File: src/rtl/rr_stream_arbiter.sv
// rr_stream_arbiter: round-robin merge of NUM_IN valid/ready streams into one registered output stream
//   clk, srst          clock, synchronous active-high reset
//   in_valid/in_ready  per-input handshake (in_ready is one-hot or zero, combinational from out_ready)
//   in_data/in_last    per-input beat, input i at in_data[i*WIDTH +: WIDTH]
//   out_valid/out_ready, out_data/out_last/out_src  registered output beat and its source index
//   Optional ARB_PACKET_LOCK_EN: hold the grant on one input until its last beat.
module rr_stream_arbiter #(
  parameter int NUM_IN = 4,
  parameter int WIDTH = 32,
  localparam int IDW = (NUM_IN > 1) ? $clog2(NUM_IN) : 1
) (
  input  logic                    clk,
  input  logic                    srst,
  input  logic [NUM_IN-1:0]       in_valid,
  output logic [NUM_IN-1:0]       in_ready,
  input  logic [NUM_IN*WIDTH-1:0] in_data,
  input  logic [NUM_IN-1:0]       in_last,
  output logic                    out_valid,
  input  logic                    out_ready,
  output logic [WIDTH-1:0]        out_data,
  output logic                    out_last,
  output logic [IDW-1:0]          out_src
);
  logic             out_valid_q, out_valid_d, out_last_q, out_last_d;
  logic [WIDTH-1:0] out_data_q, out_data_d, sel_data;
  logic [IDW-1:0]   out_src_q, out_src_d, ptr_q, ptr_d, rr_grant, grant, nxt_ptr;
  logic             grant_valid, load, xfer, sel_last;
  // Lowest valid index overall is the wrap-around candidate; lowest valid at or above ptr overrides it.
  always_comb begin
    rr_grant = ptr_q;
    for (int i = NUM_IN-1; i >= 0; i--) if (in_valid[i]) rr_grant = IDW'(i);
    for (int i = NUM_IN-1; i >= 0; i--) if (in_valid[i] && IDW'(i) >= ptr_q) rr_grant = IDW'(i);
  end
`ifdef ARB_PACKET_LOCK_EN
  localparam logic [0:0] IDLE = 1'b0, LOCKED = 1'b1;
  localparam bit LOCK_EN = 1'b1;
  logic [0:0]     state_q, state_d;
  logic [IDW-1:0] lock_q, lock_d;
  assign grant = (state_q == LOCKED) ? lock_q : rr_grant;
  assign grant_valid = (state_q == LOCKED) ? in_valid[lock_q] : |in_valid;
  assign state_d = xfer ? (sel_last ? IDLE : LOCKED) : state_q;
  assign lock_d = (xfer && !sel_last) ? grant : lock_q;
  always_ff @(posedge clk) begin
    if (srst) begin
      state_q <= IDLE;
      lock_q <= '0;
    end else begin
      state_q <= state_d;
      lock_q <= lock_d;
    end
  end
`else
  localparam bit LOCK_EN = 1'b0;
  assign grant = rr_grant;
  assign grant_valid = |in_valid;
`endif
  always_comb begin
    sel_data = '0;
    for (int i = 0; i < NUM_IN; i++) if (grant == IDW'(i)) sel_data = in_data[i*WIDTH +: WIDTH];
  end
  assign sel_last = in_last[grant];
  // Refill the output register whenever it is empty or draining this cycle.
  assign load = !out_valid_q || out_ready;
  assign xfer = grant_valid && load && !srst;
  assign in_ready = xfer ? (NUM_IN'(1) << grant) : '0;
  // Explicit compare keeps the wrap correct for non-power-of-two NUM_IN.
  assign nxt_ptr = (grant == IDW'(NUM_IN-1)) ? '0 : grant + IDW'(1);
  assign ptr_d = (xfer && (sel_last || !LOCK_EN)) ? nxt_ptr : ptr_q;
  assign out_valid_d = load ? xfer : out_valid_q;
  assign out_data_d = xfer ? sel_data : out_data_q;
  assign out_last_d = xfer ? sel_last : out_last_q;
  assign out_src_d = xfer ? grant : out_src_q;
  always_ff @(posedge clk) begin
    if (srst) begin
      out_valid_q <= 1'b0;
      out_data_q <= '0;
      out_last_q <= 1'b0;
      out_src_q <= '0;
      ptr_q <= '0;
    end else begin
      out_valid_q <= out_valid_d;
      out_data_q <= out_data_d;
      out_last_q <= out_last_d;
      out_src_q <= out_src_d;
      ptr_q <= ptr_d;
    end
  end
  assign out_valid = out_valid_q;
  assign out_data = out_data_q;
  assign out_last = out_last_q;
  assign out_src = out_src_q;
endmodule

File: config.mk
export PLATFORM = sky130hd
export DESIGN_NAME = rr_stream_arbiter
export DESIGN_NICKNAME = d
export VERILOG_FILES = /design/src/rtl/rr_stream_arbiter.sv
export SDC_FILE = /design/constraint.sdc
export NUM_CORES = 1
export LEC_CHECK = 0
export BUFFER_PORTS_ARGS = -buffer_cell sky130_fd_sc_hd__buf_2
export CORE_ASPECT_RATIO = 1.75
export CORE_MARGIN = 1.5
export CORE_UTILIZATION = 44
export CTS_CLUSTER_DIAMETER = 100
export DETAILED_ROUTE_END_ITERATION = 8
export GPL_TIMING_DRIVEN = 0
export PLACE_DENSITY = 0.87
export SYNTH_ARGS = -nofsm -noshare
export SYNTH_HDL_FRONTEND = slang
export SYNTH_SLANG_ARGS = --single-unit
export TNS_END_PERCENT = 50
File: constraint.sdc
create_clock -name clk -period 6.2 [get_ports clk]
set_input_delay 1.24 -clock clk [delete_from_list [all_inputs] [get_ports clk]]
set_output_delay 1.24 -clock clk [all_outputs]
set_load 0.02 [all_outputs]
==> run_summary.xml <==
<?xml version="1.0" encoding="UTF-8"?>
<metrics>
  <group name="routing">
    <metric name="routed-wl-met2" unit="mm">4.71</metric>
    <metric name="wl_per_cell" unit="um">16.0</metric>
    <metric name="dr_wl_met3" unit="um">451</metric>
    <metric name="dr.max_layer_used" unit="">met4</metric>
    <metric name="detailroute.via_count" unit="">3113</metric>
    <metric name="detail_route.wirelength.met1" unit="mm">3.42</metric>
    <metric name="route.detailed.drc" unit="">0</metric>
    <metric name="routed_wl" unit="mm">8.77</metric>
    <metric name="route.detailed.vias_per_inst" unit="">5.67</metric>
    <metric name="drt_first_iter_violations" unit="">157</metric>
    <metric name="firstDrtPassIters" unit="">5</metric>
    <metric name="antenna_violation_net_count_after_detailed_routing" unit="">0</metric>
  </group>
  <group name="clock_tree">
    <metric name="postCtsSetupBuffers" unit="">0</metric>
    <metric name="cts-buffers-inserted" unit="">5</metric>
    <metric name="tritoncts_clock_tree" unit="">yes</metric>
    <metric name="post_cts_resize_count" unit="">0</metric>
    <metric name="insertion_delay" unit="ns">0.28</metric>
    <metric name="htree_levels" unit="">2</metric>
    <metric name="clock_sink_count" unit="">38</metric>
    <metric name="clkSlewWorstSetupHoldPaths" unit="ns">0.06</metric>
    <metric name="clock_path_buffers" unit="">2</metric>
    <metric name="cts_root_buf" unit="">sky130_fd_sc_hd__clkbuf_8</metric>
    <metric name="cts_hold_buf" unit="">0</metric>
  </group>
  <group name="placed_design">
    <metric name="globalplace.congestion" unit="">0.984</metric>
    <metric name="hpwlAfterDp" unit="mm">6.79</metric>
    <metric name="portBuffers" unit="">178</metric>
  </group>
  <group name="power_and_ir_drop">
    <metric name="pnr_total_power" unit="W">0.00110</metric>
    <metric name="peakVddDrop" unit="V">0.000169</metric>
    <metric name="leakagePower" unit="nW">1.62</metric>
    <metric name="power.density" unit="mW/mm^2">317</metric>
  </group>
  <group name="floorplanning">
    <metric name="die_area" unit="sq mm">0.00595</metric>
    <metric name="placement_rows" unit="">35</metric>
    <metric name="ios" unit="">179</metric>
    <metric name="core_region_area" unit="sq mm">0.00526</metric>
    <metric name="die_height" unit="um">101</metric>
    <metric name="floorplan.initialDensity" unit="%">45.9</metric>
    <metric name="die_width" unit="um">58.9</metric>
  </group>
  <group name="job">
    <metric name="drv.max_cap_violation_count" unit="">0</metric>
  </group>
  <group name="sta">
    <metric name="fin_tns_setup" unit="ns">0</metric>
    <metric name="maxSlewViolCount" unit="">0</metric>
    <metric name="final_hold_viol_count" unit="">0</metric>
    <metric name="fin_skew" unit="ns">0.00628</metric>
    <metric name="setup_viol_count_final" unit="">0</metric>
    <metric name="worst-slew-pin-transition" unit="ns">0.826</metric>
    <metric name="timing.fmax" unit="MHz">210</metric>
    <metric name="final_cycle_utilization_of_the_critical_path" unit="%">76.6</metric>
    <metric name="grt_setup_unrepaired" unit="">false</metric>
    <metric name="maxSlewHeadroom" unit="%">44.5</metric>
    <metric name="final_period_minus_worst_setup_slack" unit="ns">4.75</metric>
  </group>
  <group name="hold_path">
    <metric name="hold_path_startpoint" unit="">out_data[9]$_SDFFE_PP0P_</metric>
    <metric name="timing.hold.worst.class" unit="">flip-flop to flip-flop</metric>
    <metric name="min_path_cells" unit="">2</metric>
    <metric name="worstHoldEndpoint" unit="">out_data[9]$_SDFFE_PP0P_</metric>
  </group>
  <group name="setup_path">
    <metric name="critPathKind" unit="">input pin to output port</metric>
    <metric name="worst_r2r_endpoint" unit="">out_data[7]$_SDFFE_PP0P_</metric>
    <metric name="worst_r2r_path_depth" unit="">12</metric>
    <metric name="arrival" unit="ns">3.51</metric>
    <metric name="reg2reg_setup_slack" unit="ns">3.12</metric>
    <metric name="r2r-start" unit="">ptr_q[1]$_SDFFE_PP0P_</metric>
    <metric name="critical_path_required" unit="ns">4.96</metric>
    <metric name="startpoint_type" unit="">input pin</metric>
    <metric name="crit_path_end_kind" unit="">output port</metric>
    <metric name="worstPathMaxFanout" unit="">10</metric>
  </group>
  <group name="global_routing">
    <metric name="global_route.usage.total" unit="%">29.1</metric>
    <metric name="grt_start_max_net_pins" unit="">12</metric>
    <metric name="grt_pass1_vias" unit="">3010</metric>
    <metric name="gr-total-overflow" unit="">0</metric>
    <metric name="first_pass_grt_wire_length" unit="mm">13.4</metric>
    <metric name="antenna_found_initial" unit="">0</metric>
  </group>
  <group name="yosys">
    <metric name="netlist.top_cell.by_area" unit="">sky130_fd_sc_hd__dfxtp_1</metric>
    <metric name="synth_area" unit="sq mm">0.00241</metric>
    <metric name="post_synth_main_area_contributors" unit="">sky130_fd_sc_hd__dfxtp_1, sky130_fd_sc_hd__a221oi_1, sky130_fd_sc_hd__nand3b_1</metric>
    <metric name="synthDominantCellAreaShare" unit="%">31.6</metric>
    <metric name="mappedNetlistNets" unit="">451</metric>
    <metric name="synth-warning-count" unit="">0</metric>
    <metric name="syn-instance-count" unit="">308</metric>
    <metric name="netlist-cell-type-count" unit="">30</metric>
    <metric name="postSynthRegisterBits" unit="">38</metric>
    <metric name="register_area_share_after_synthesis" unit="%">31.6</metric>
    <metric name="syn_area_per_cell" unit="sq um">7.82</metric>
  </group>
  <group name="finish">
    <metric name="num-nets-final" unit="">636</metric>
    <metric name="flow.area_growth_from_synthesis" unit="%">43.6</metric>
    <metric name="antenna_cells_inserted" unit="">0</metric>
    <metric name="final_layout_size_suffix_gt1_share" unit="%">40.1</metric>
  </group>
  <group name="run_status">
    <metric name="outcome" unit="">finished clean</metric>
  </group>
</metrics>
## report_power, final
group,switching [W],total [W],internal (W),leakage (nW)
clock,0.0000808,0.000170,0.0000896,0.0482
combinational,0.000355,0.000586,0.000231,1.25
sequential,0.0000326,0.000341,0.000308,0.315
total,0.000468,0.00110,0.000629,1.62
## cells in the mapped netlist
master	number
sky130_fd_sc_hd__a221oi_1	31
sky130_fd_sc_hd__nor3_1	32
sky130_fd_sc_hd__o31ai_1	1
sky130_fd_sc_hd__or3_1	2
sky130_fd_sc_hd__a21o_2	1
sky130_fd_sc_hd__clkbuf_1	26
sky130_fd_sc_hd__o21ai_0	37
sky130_fd_sc_hd__and2b_2	2
sky130_fd_sc_hd__nor3b_1	1
sky130_fd_sc_hd__inv_1	4
sky130_fd_sc_hd__buf_2	7
sky130_fd_sc_hd__ha_1	4
sky130_fd_sc_hd__nand3b_1	34
sky130_fd_sc_hd__and2_1	4
sky130_fd_sc_hd__nor2_1	4
sky130_fd_sc_hd__nor2b_2	1
sky130_fd_sc_hd__mux4_2	1
sky130_fd_sc_hd__nor4_1	1
sky130_fd_sc_hd__nor2b_1	33
sky130_fd_sc_hd__a21oi_1	33
sky130_fd_sc_hd__nand2_1	3
sky130_fd_sc_hd__a211oi_1	1
sky130_fd_sc_hd__o21ai_2	1
sky130_fd_sc_hd__o221ai_1	1
sky130_fd_sc_hd__mux2i_1	1
sky130_fd_sc_hd__dfxtp_1	38
sky130_fd_sc_hd__and3b_1	1
sky130_fd_sc_hd__a21o_1	1
sky130_fd_sc_hd__o21ai_1	1
sky130_fd_sc_hd__a2bb2oi_1	1
## area by class of cell
cell class	instances	area, sq um
fill	510	1790
multi-input combinational	233	1500
timing repair buffer	178	891
sequential	38	761
buffer	33	133
clock buffer	7	86.3
tap	55	68.8
inverter	4	15.0
clock inverter	1	5.00
## placed cells by master, fill, tap and decap left out, drive strengths merged
cell type and instances:
a211oi 1, a21o 2, a21oi 33, a221oi 31
a2bb2oi 1, and2 4, and2b 2, and3b 1
buf 185, clkbuf 33, clkinv 1, dfxtp 38
ha 4, inv 4, mux2i 1, mux4 1
nand2 3, nand3b 34, nor2 4, nor2b 34
nor3 32, nor3b 1, nor4 1, o21ai 39
o221ai 1, o31ai 1, or3 2
## routing by layer
layer	GRT usage, %	vias to the layer above
met5	0	-
met4	11.2	0
met3	4.49	21
met2	52.5	133
met1	33.0	1441
li1	-	1518
## critical path: stages
cell and delay (ns):
sky130_fd_sc_hd__buf_2 0.14, sky130_fd_sc_hd__and2b_2 0.22, sky130_fd_sc_hd__o21ai_0 0.14, sky130_fd_sc_hd__o221ai_1 0.29
sky130_fd_sc_hd__inv_1 0.18, sky130_fd_sc_hd__ha_1 0.15, sky130_fd_sc_hd__clkbuf_1 0.38, sky130_fd_sc_hd__clkbuf_1 0.42
sky130_fd_sc_hd__and2_1 0.19, sky130_fd_sc_hd__buf_2 0.16
## registers in the layout, indices dropped and copies added (netlist names)
name and flops:
out_data 32, out_src 2, ptr_q 2, out_last 1, out_valid 1
## worst max path at each step
stage	from	to	slack, ns	cells after the start
6_report	in_valid[3]	in_ready[3]	1.45	10
5_1_grt	in_valid[3]	in_ready[3]	1.24	10
4_1_cts	in_valid[3]	in_ready[3]	1.45	10
3_5_place_dp	in_valid[3]	in_ready[3]	1.45	10
3_3_place_gp	in_valid[3]	in_ready[3]	1.54	10
2_1_floorplan	in_valid[3]	in_ready[3]	2.08	8
## per-stage QoR
| step | instances | setup slack, ns | hold slack [ns] | util (%) | area, sq um |
|---|---|---|---|---|---|
| final | 549 | 1.45 | 0.491 | 65.9 | 3460 |
| after floorplan | 308 | 2.08 | 0.475 | - | 2410 |
| after global placement | 541 | 1.54 | 0.465 | 64.1 | 3370 |
| after CTS | 549 | 1.45 | 0.487 | 65.9 | 3460 |
| after global routing | 549 | 1.24 | 0.504 | 65.9 | 3460 |
| after detailed placement | 541 | 1.45 | 0.468 | 64.1 | 3370 |
## cells by family (layout without fill, tap and decap cells)
| group | Yosys count | count (layout) | share of synthesized area, % |
|---|---|---|---|
| AOI/OAI and AO/OA | 109 | 109 | 28.4 |
| adders and majority gates | 4 | 4 | 2.08 |
| muxes | 2 | 2 | 1.35 |
| DFF | 38 | 38 | 31.6 |
| and+or+nand+nor | 118 | 118 | 30.5 |
| buffers and inverters | 37 | 223 | 6.13 |
(Power assumes the default switching activity.)
